$ cat config.mk
export PLATFORM = sky130hd
export DESIGN_NAME = p88_loader
export DESIGN_NICKNAME = d
export VERILOG_FILES = /design/src/rtl/p88_loader.sv
export SDC_FILE = /design/constraint.sdc
export NUM_CORES = 1
export LEC_CHECK = 0
export ABC_AREA = 1
export ABC_CLOCK_PERIOD_IN_PS = 2400
export CORE_UTILIZATION = 45
export DETAILED_ROUTE_END_ITERATION = 10
export HOLD_SLACK_MARGIN = 0.06
export MAX_ROUTING_LAYER = met4
export PLACE_DENSITY_LB_ADDON = 0.1
export SLEW_MARGIN = 25
export SYNTH_ARGS = -nofsm -noshare
export SYNTH_HDL_FRONTEND = slang
export SYNTH_SLANG_ARGS = --single-unit
export TNS_END_PERCENT = 1
$ cat constraint.sdc
create_clock -name clk_sys -period 2.4 [get_ports clk_sys]
set_input_delay 0.36 -clock clk_sys [delete_from_list [all_inputs] [get_ports clk_sys]]
set_output_delay 0.36 -clock clk_sys [all_outputs]
set_load 0.02 [all_outputs]
$ cat src/rtl/p88_loader.sv
// rtl/p88_loader.sv - P88 image loader: C8 data records to RAM writes, CA entry record to a boot-ROM far-JMP.
// Optional: define P88_ERR_EN to trap unknown record bytes into a sticky error state.
module p88_loader #(
  parameter int WR_PULSE = 1,
  parameter int ADDR_W   = 20
) (
  input  logic              clk_sys,
  input  logic              resetL,
  input  logic              ioctl_download,
  input  logic              ioctl_wr,
  input  logic [7:0]        ioctl_dout,
  output logic              ioctl_wait,
  output logic              load_reset,
  output logic [ADDR_W-1:0] mem_addr,
  output logic [7:0]        mem_din,
  output logic              mem_wr,
  output logic              rom_wr,
  output logic              boot_valid,
  output logic              err
);

  typedef enum logic [4:0] {
    CMD, C8_SEGL, C8_SEGH, C8_OFFL, C8_OFFH, SKIP0, SKIP1, LENL, LENH,
    DATA, WPULSE, ADV, CA_SEGL, CA_SEGH, CA_OFFL, CA_OFFH, ROMW, ERR
  } state_t;

  localparam logic [1:0] PULSE_LAST = 2'(WR_PULSE - 1);

  state_t            state, state_nx;
  logic              dl_q;
  logic [15:0]       seg_q, off_q, len_q;
  logic [ADDR_W-1:0] base_q;
  logic [7:0]        din_q;
  logic [1:0]        cnt_q;
  logic [2:0]        idx_q;
  logic              rom_idle_q;
  logic              boot_q;
  logic              dl_rise, consuming, accept, strobe, strobe_last;
  logic [ADDR_W-1:0] seg_lin, off_lin;

  assign dl_rise     = ioctl_download & ~dl_q;
  assign consuming   = (state != WPULSE) && (state != ADV) && (state != ROMW);
  assign ioctl_wait  = ~consuming;
  assign accept      = ioctl_wr & consuming & ioctl_download;
  assign mem_wr      = (state == WPULSE);
  assign rom_wr      = (state == ROMW) && !rom_idle_q;
  assign strobe      = mem_wr | rom_wr;
  assign strobe_last = strobe && (cnt_q == PULSE_LAST);
  // Reset request outlives the download until any in-flight strobe has finished.
  assign load_reset  = dl_q | strobe;
  assign boot_valid  = boot_q;
  assign seg_lin     = ADDR_W'({seg_q, 4'd0});
  assign off_lin     = ADDR_W'({ioctl_dout, off_q[7:0]});

  always_comb begin
    mem_addr = base_q;
    mem_din  = din_q;
    if (state == ROMW) begin
      mem_addr = ADDR_W'(idx_q);
      case (idx_q)
        3'd0:    mem_din = 8'hEA;
        3'd1:    mem_din = off_q[7:0];
        3'd2:    mem_din = off_q[15:8];
        3'd3:    mem_din = seg_q[7:0];
        default: mem_din = seg_q[15:8];
      endcase
    end
  end

  always_comb begin
    state_nx = state;
    case (state)
      CMD: if (accept) begin
        if (ioctl_dout == 8'hC8)      state_nx = C8_SEGL;
        else if (ioctl_dout == 8'hCA) state_nx = CA_SEGL;
`ifdef P88_ERR_EN
        else                          state_nx = ERR;
`endif
      end
      C8_SEGL: if (accept) state_nx = C8_SEGH;
      C8_SEGH: if (accept) state_nx = C8_OFFL;
      C8_OFFL: if (accept) state_nx = C8_OFFH;
      C8_OFFH: if (accept) state_nx = SKIP0;
      SKIP0:   if (accept) state_nx = SKIP1;
      SKIP1:   if (accept) state_nx = LENL;
      LENL:    if (accept) state_nx = LENH;
      LENH:    if (accept) state_nx = ({ioctl_dout, len_q[7:0]} == 16'd0) ? CMD : DATA;
      DATA:    if (accept) state_nx = WPULSE;
      WPULSE:  if (cnt_q == PULSE_LAST) state_nx = ADV;
      ADV:     state_nx = (len_q == 16'd1) ? CMD : DATA;
      CA_SEGL: if (accept) state_nx = CA_SEGH;
      CA_SEGH: if (accept) state_nx = CA_OFFL;
      CA_OFFL: if (accept) state_nx = CA_OFFH;
      CA_OFFH: if (accept) state_nx = ROMW;
      ROMW:    if (rom_idle_q && idx_q == 3'd4) state_nx = CMD;
      ERR:     state_nx = ERR;
      default: state_nx = CMD;
    endcase
    if (dl_rise)
      state_nx = CMD;
    else if (!ioctl_download && (!strobe || strobe_last))
      state_nx = CMD;
  end

  always_ff @(posedge clk_sys or negedge resetL) begin
    if (!resetL) state <= CMD;
    else         state <= state_nx;
  end

  always_ff @(posedge clk_sys or negedge resetL) begin
    if (!resetL) begin
      dl_q       <= 1'b0;
      seg_q      <= '0;
      off_q      <= '0;
      len_q      <= '0;
      base_q     <= '0;
      din_q      <= '0;
      cnt_q      <= '0;
      idx_q      <= '0;
      rom_idle_q <= 1'b0;
      boot_q     <= 1'b0;
    end else begin
      dl_q       <= ioctl_download;
      cnt_q      <= (strobe && !strobe_last) ? cnt_q + 2'd1 : 2'd0;
      rom_idle_q <= (state_nx == ROMW) && rom_wr && strobe_last;
      if (state_nx != ROMW)  idx_q <= '0;
      else if (rom_idle_q)   idx_q <= idx_q + 3'd1;
      if (dl_rise)
        boot_q <= 1'b0;
      else if (state == ROMW && rom_idle_q && idx_q == 3'd4)
        boot_q <= 1'b1;
      if (accept) begin
        case (state)
          C8_SEGL, CA_SEGL: seg_q[7:0]  <= ioctl_dout;
          C8_SEGH, CA_SEGH: seg_q[15:8] <= ioctl_dout;
          C8_OFFL, CA_OFFL: off_q[7:0]  <= ioctl_dout;
          CA_OFFH:          off_q[15:8] <= ioctl_dout;
          C8_OFFH: begin
            off_q[15:8] <= ioctl_dout;
            base_q      <= seg_lin + off_lin;
          end
          LENL:    len_q[7:0]  <= ioctl_dout;
          LENH:    len_q[15:8] <= ioctl_dout;
          DATA:    din_q       <= ioctl_dout;
          default: ;
        endcase
      end
      if (state == ADV) begin
        base_q <= base_q + ADDR_W'(1);
        len_q  <= len_q - 16'd1;
      end
    end
  end

`ifdef P88_ERR_EN
  logic err_q;
  always_ff @(posedge clk_sys or negedge resetL) begin
    if (!resetL)
      err_q <= 1'b0;
    else if (dl_rise)
      err_q <= 1'b0;
    else if (state == CMD && state_nx == ERR)
      err_q <= 1'b1;
  end
  assign err = err_q;
`else
  assign err = 1'b0;
`endif

endmodule
==> flow_summary_export.csv <==
group,metric,value,unit
clock_network,cts_root_buf,"clkbuf_16",
logic_synthesis,avgSynthCellArea,6.91,um2
clock_network,clk_latency,360,ps
global_route,overflow,0,
worst_hold_path,hp-class,"in -> async",
placed_design,routabilityCongestion,0.961,
sta,setup_viol,0,
detailed_routing,routed_wl,18.7,mm
worst_setup_path,crit_family,"flip-flops",
power,switching_share,0.314,
logic_synthesis,synth_area,0.00629,mm2
global_route,grt_pass1_wl,30.3,mm
sta,fin_crit_sh,0.979,
detailed_routing,via_per_inst,5.35,
placed_design,place_hpwl,14.5,mm
worst_setup_path,critical_path_class,"reg -> out",
die,die_area,0.0145,mm2
clock_network,cts_sinks,89,
detailed_routing,drtPass1Iterations,6,
final_layout,fin_util,0.559,
die,die_y,120,um
worst_setup_path,crit_buf_inv,2,
clock_network,cts.path.max_buffers,2,
logic_synthesis,seq_area_frac_synth,0.354,
logic_synthesis,synth_edf_count,0,
detailed_routing,vias,6251,
outcome,outcome,"finished clean",
die,die_w,120,um
worst_setup_path,path_cells,"ha_1 > ha_1 > inv_1 > and3_4 > nor2_4 > o2111ai_1 > nand2_1 > o21ai_1 > buf_4",
detailed_routing,wire_per_inst,16.0,um
sta,finalHoldViolCount,0,
placed_design,dpl_cell_area,0.00716,mm2
final_layout,multiInputGateArea,0.00355,mm2
logic_synthesis,syn_inst,910,
logic_synthesis,synth_nets,945,
final_layout,antenna_cells,0,
power,irDropWorstVdd,0.000387,V
global_route,track_usage,0.283,
worst_setup_path,slowest_stage,"dfrtp_1",
clock_network,cts_buffers,9,
global_route,grt_max_degree,43,
sta,finClkSkew,8.95,ps
sta,achievable-frequency,0.425,GHz
worst_setup_path,worstPathRequired,2040,ps
logic_synthesis,yosysWarnings,0,
run,maxCapViolations,0,
final_layout,syn2layout_area_growth,19.6,%
clock_network,htreeDepth,3,
die,initial_core_util,0.468,
worst_setup_path,rr_startpoint,"state[4]",
power,pwr_density_cell,518,mW/mm2
sta,fin_hold_ws,434,ps
die,ios,46,
power,intPower,2.67,mW
sta,fin_crit,2350,ps
power,seq_power_share,0.432,
detailed_routing,drc,0,
logic_synthesis,async_flop_share,1.00,
detailed_routing,ant_nets,0,
power,combinationalPowerShare,0.183,
power,cellLeakagePower,3.88,nW
sta,rsz0062_at_grt,"yes",
sta,final-max-slew-violation-count,0,
worst_setup_path,cp-startpoint,"idx_q[0]",
power,p_sw,1.22,mW
global_route,grt_pass1_vias,5707,
detailed_routing,first_iter_violations,551,
die,rows,42,
power,p_total,3.90,mW
logic_synthesis,synth_cell_types,49,
sta,tightest_slew,516,ps
die,core_area,0.0135,mm2
final_layout,design_area,0.00752,mm2
logic_synthesis,ys.flop_type,"dfrtp_1",
clock_network,cts_tree,"yes",
worst_setup_path,slowest_delay,430,ps
clock_network,path_clk_slew,70,ps
final_layout,fill_cells,1344,
power,power_frac_clock,0.386,
final_layout,seq_area,0.00223,mm2
global_route,antenna_found_initial,0,
worst_setup_path,crit_top_cell,"ha_1",
final_layout,final_nets,1022,
worst_setup_path,crit_fanout,5,
sta,relSlewSlack,0.655,
worst_setup_path,arrival,1990,ps
final_layout,drive_gt1_frac,0.112,
placed_design,port_buffers,44,
worst_setup_path,cp-start-kind,"flop",
worst_setup_path,critPathCaptureType,"primary output",
logic_synthesis,synth-seq-cells,89,
-- final timing paths --
path                       cells after the start    endpoint  slack, ps
setup reg to reg                               9   base_q[9]        160
max in group asynchronous                      3    cnt_q[0]       1290
setup / recovery                               9  mem_din[1]         50
hold / removal                                 2  base_q[16]        430
hold reg to reg                                1    cnt_q[0]        440
min in group clk_sys                           1    cnt_q[0]        440
-- routing by layer --
metal	part of all wire	global-route usage	routed length (um)
met5	0	-	0
met4	0.022	0.105	410
met3	0.052	0.0307	974
met2	0.46	0.435	8540
met1	0.47	0.386	8800
-- stage by stage --
stage                     cells  TNS, ps  setup slack [ps]
after global routing       1168     -347             -72.4
after global placement     1150     -583              -131
after CTS                  1167    -5.92             -5.92
final                      1168        0              49.7
after detailed placement   1150     -785              -154
after floorplan             910    -1.91             -1.91
-- cells by family (layout without fill, tap and decap cells) --
kind of cell,Yosys count,after routing,synth area share
buffers and inverters,136,218,0.0883
adder cells (fa/ha/maj),23,23,0.0469
XOR/XNOR,16,16,0.0223
AND/OR/NAND/NOR,477,477,0.333
flip-flops,89,89,0.354
AO/OA/AOI/OAI,168,168,0.155
other,1,1,0.000596
-- power groups by stage --
| stage | Combinational, mW | Clock [mW] | Sequential [mW] |
|---|---|---|---|
| final | 0.712 | 1.50 | 1.68 |
| after floorplan | 0.444 | 0 | 1.67 |
| after detailed placement | 0.703 | 0 | 1.71 |
| after global routing | 0.804 | 1.58 | 1.69 |
| after CTS | 0.709 | 1.52 | 1.68 |
| after global placement | 0.703 | 0 | 1.71 |
-- area by class of cell --
cell class                 count  share of cell area
clock buffer                   9              0.0299
clock inverter                 7              0.0103
inverter                     111              0.0554
multi-input combinational    685               0.472
sequential                    89               0.296
tap                          176              0.0293
timing repair buffer          91               0.107
-- synth_stat cells (all sizes together), types with 2 or more instances --
library cell / n / area [um2]
a211oi: 2 / 15.0
a21o: 2 / 15.0
a21oi: 49 / 245
a31oi: 4 / 40.0
a32oi: 3 / 26.3
buf: 14 / 97.6
clkbuf: 11 / 41.3
dfrtp: 89 / 2230
ha: 22 / 275
inv: 110 / 413
nand2: 253 / 962
nand3: 66 / 345
nand3b: 9 / 71.3
nand4: 16 / 115
nor2: 113 / 497
nor3: 15 / 75.1
o2111ai: 3 / 26.3
o211ai: 14 / 105
o21a: 3 / 22.5
o21ai: 78 / 394
o22ai: 4 / 25.0
or2: 4 / 25.0
xnor2: 4 / 35.0
xor2: 12 / 105
-- registers in the layout, indices dropped and copies added, names as in the netlist --
register,flops
seg_q,16
boot_valid,1
len_q,16
rom_idle_q,1
dl_q,1
din_q,8
cnt_q,2
off_q,16
idx_q,3
state,5
base_q,20
-- timing repair --
action                                  CTS  global route
endpoints found under the setup margin   32            29
pin swaps                                 1             2
gates resized for setup                  47            24
hold buffers                              1             0
buffers inserted                          0             1
endpoints found under the hold margin    21             0
-- layout by cell type (no fill, tap or decap), types with 8 or more instances in the layout --
master,instances
buf_4,47
a21oi_1,49
nand3b_1,8
dlymetal6s2s_1,12
nor3_1,15
nand3_1,63
ha_1,21
nor2_1,100
clkbuf_16,9
inv_1,103
clkdlybuf4s50_1,19
nand4_1,15
o21ai_0,70
xor2_1,12
o211ai_1,14
dfrtp_1,89
nand2_1,250
(Power assumes the default switching activity.)
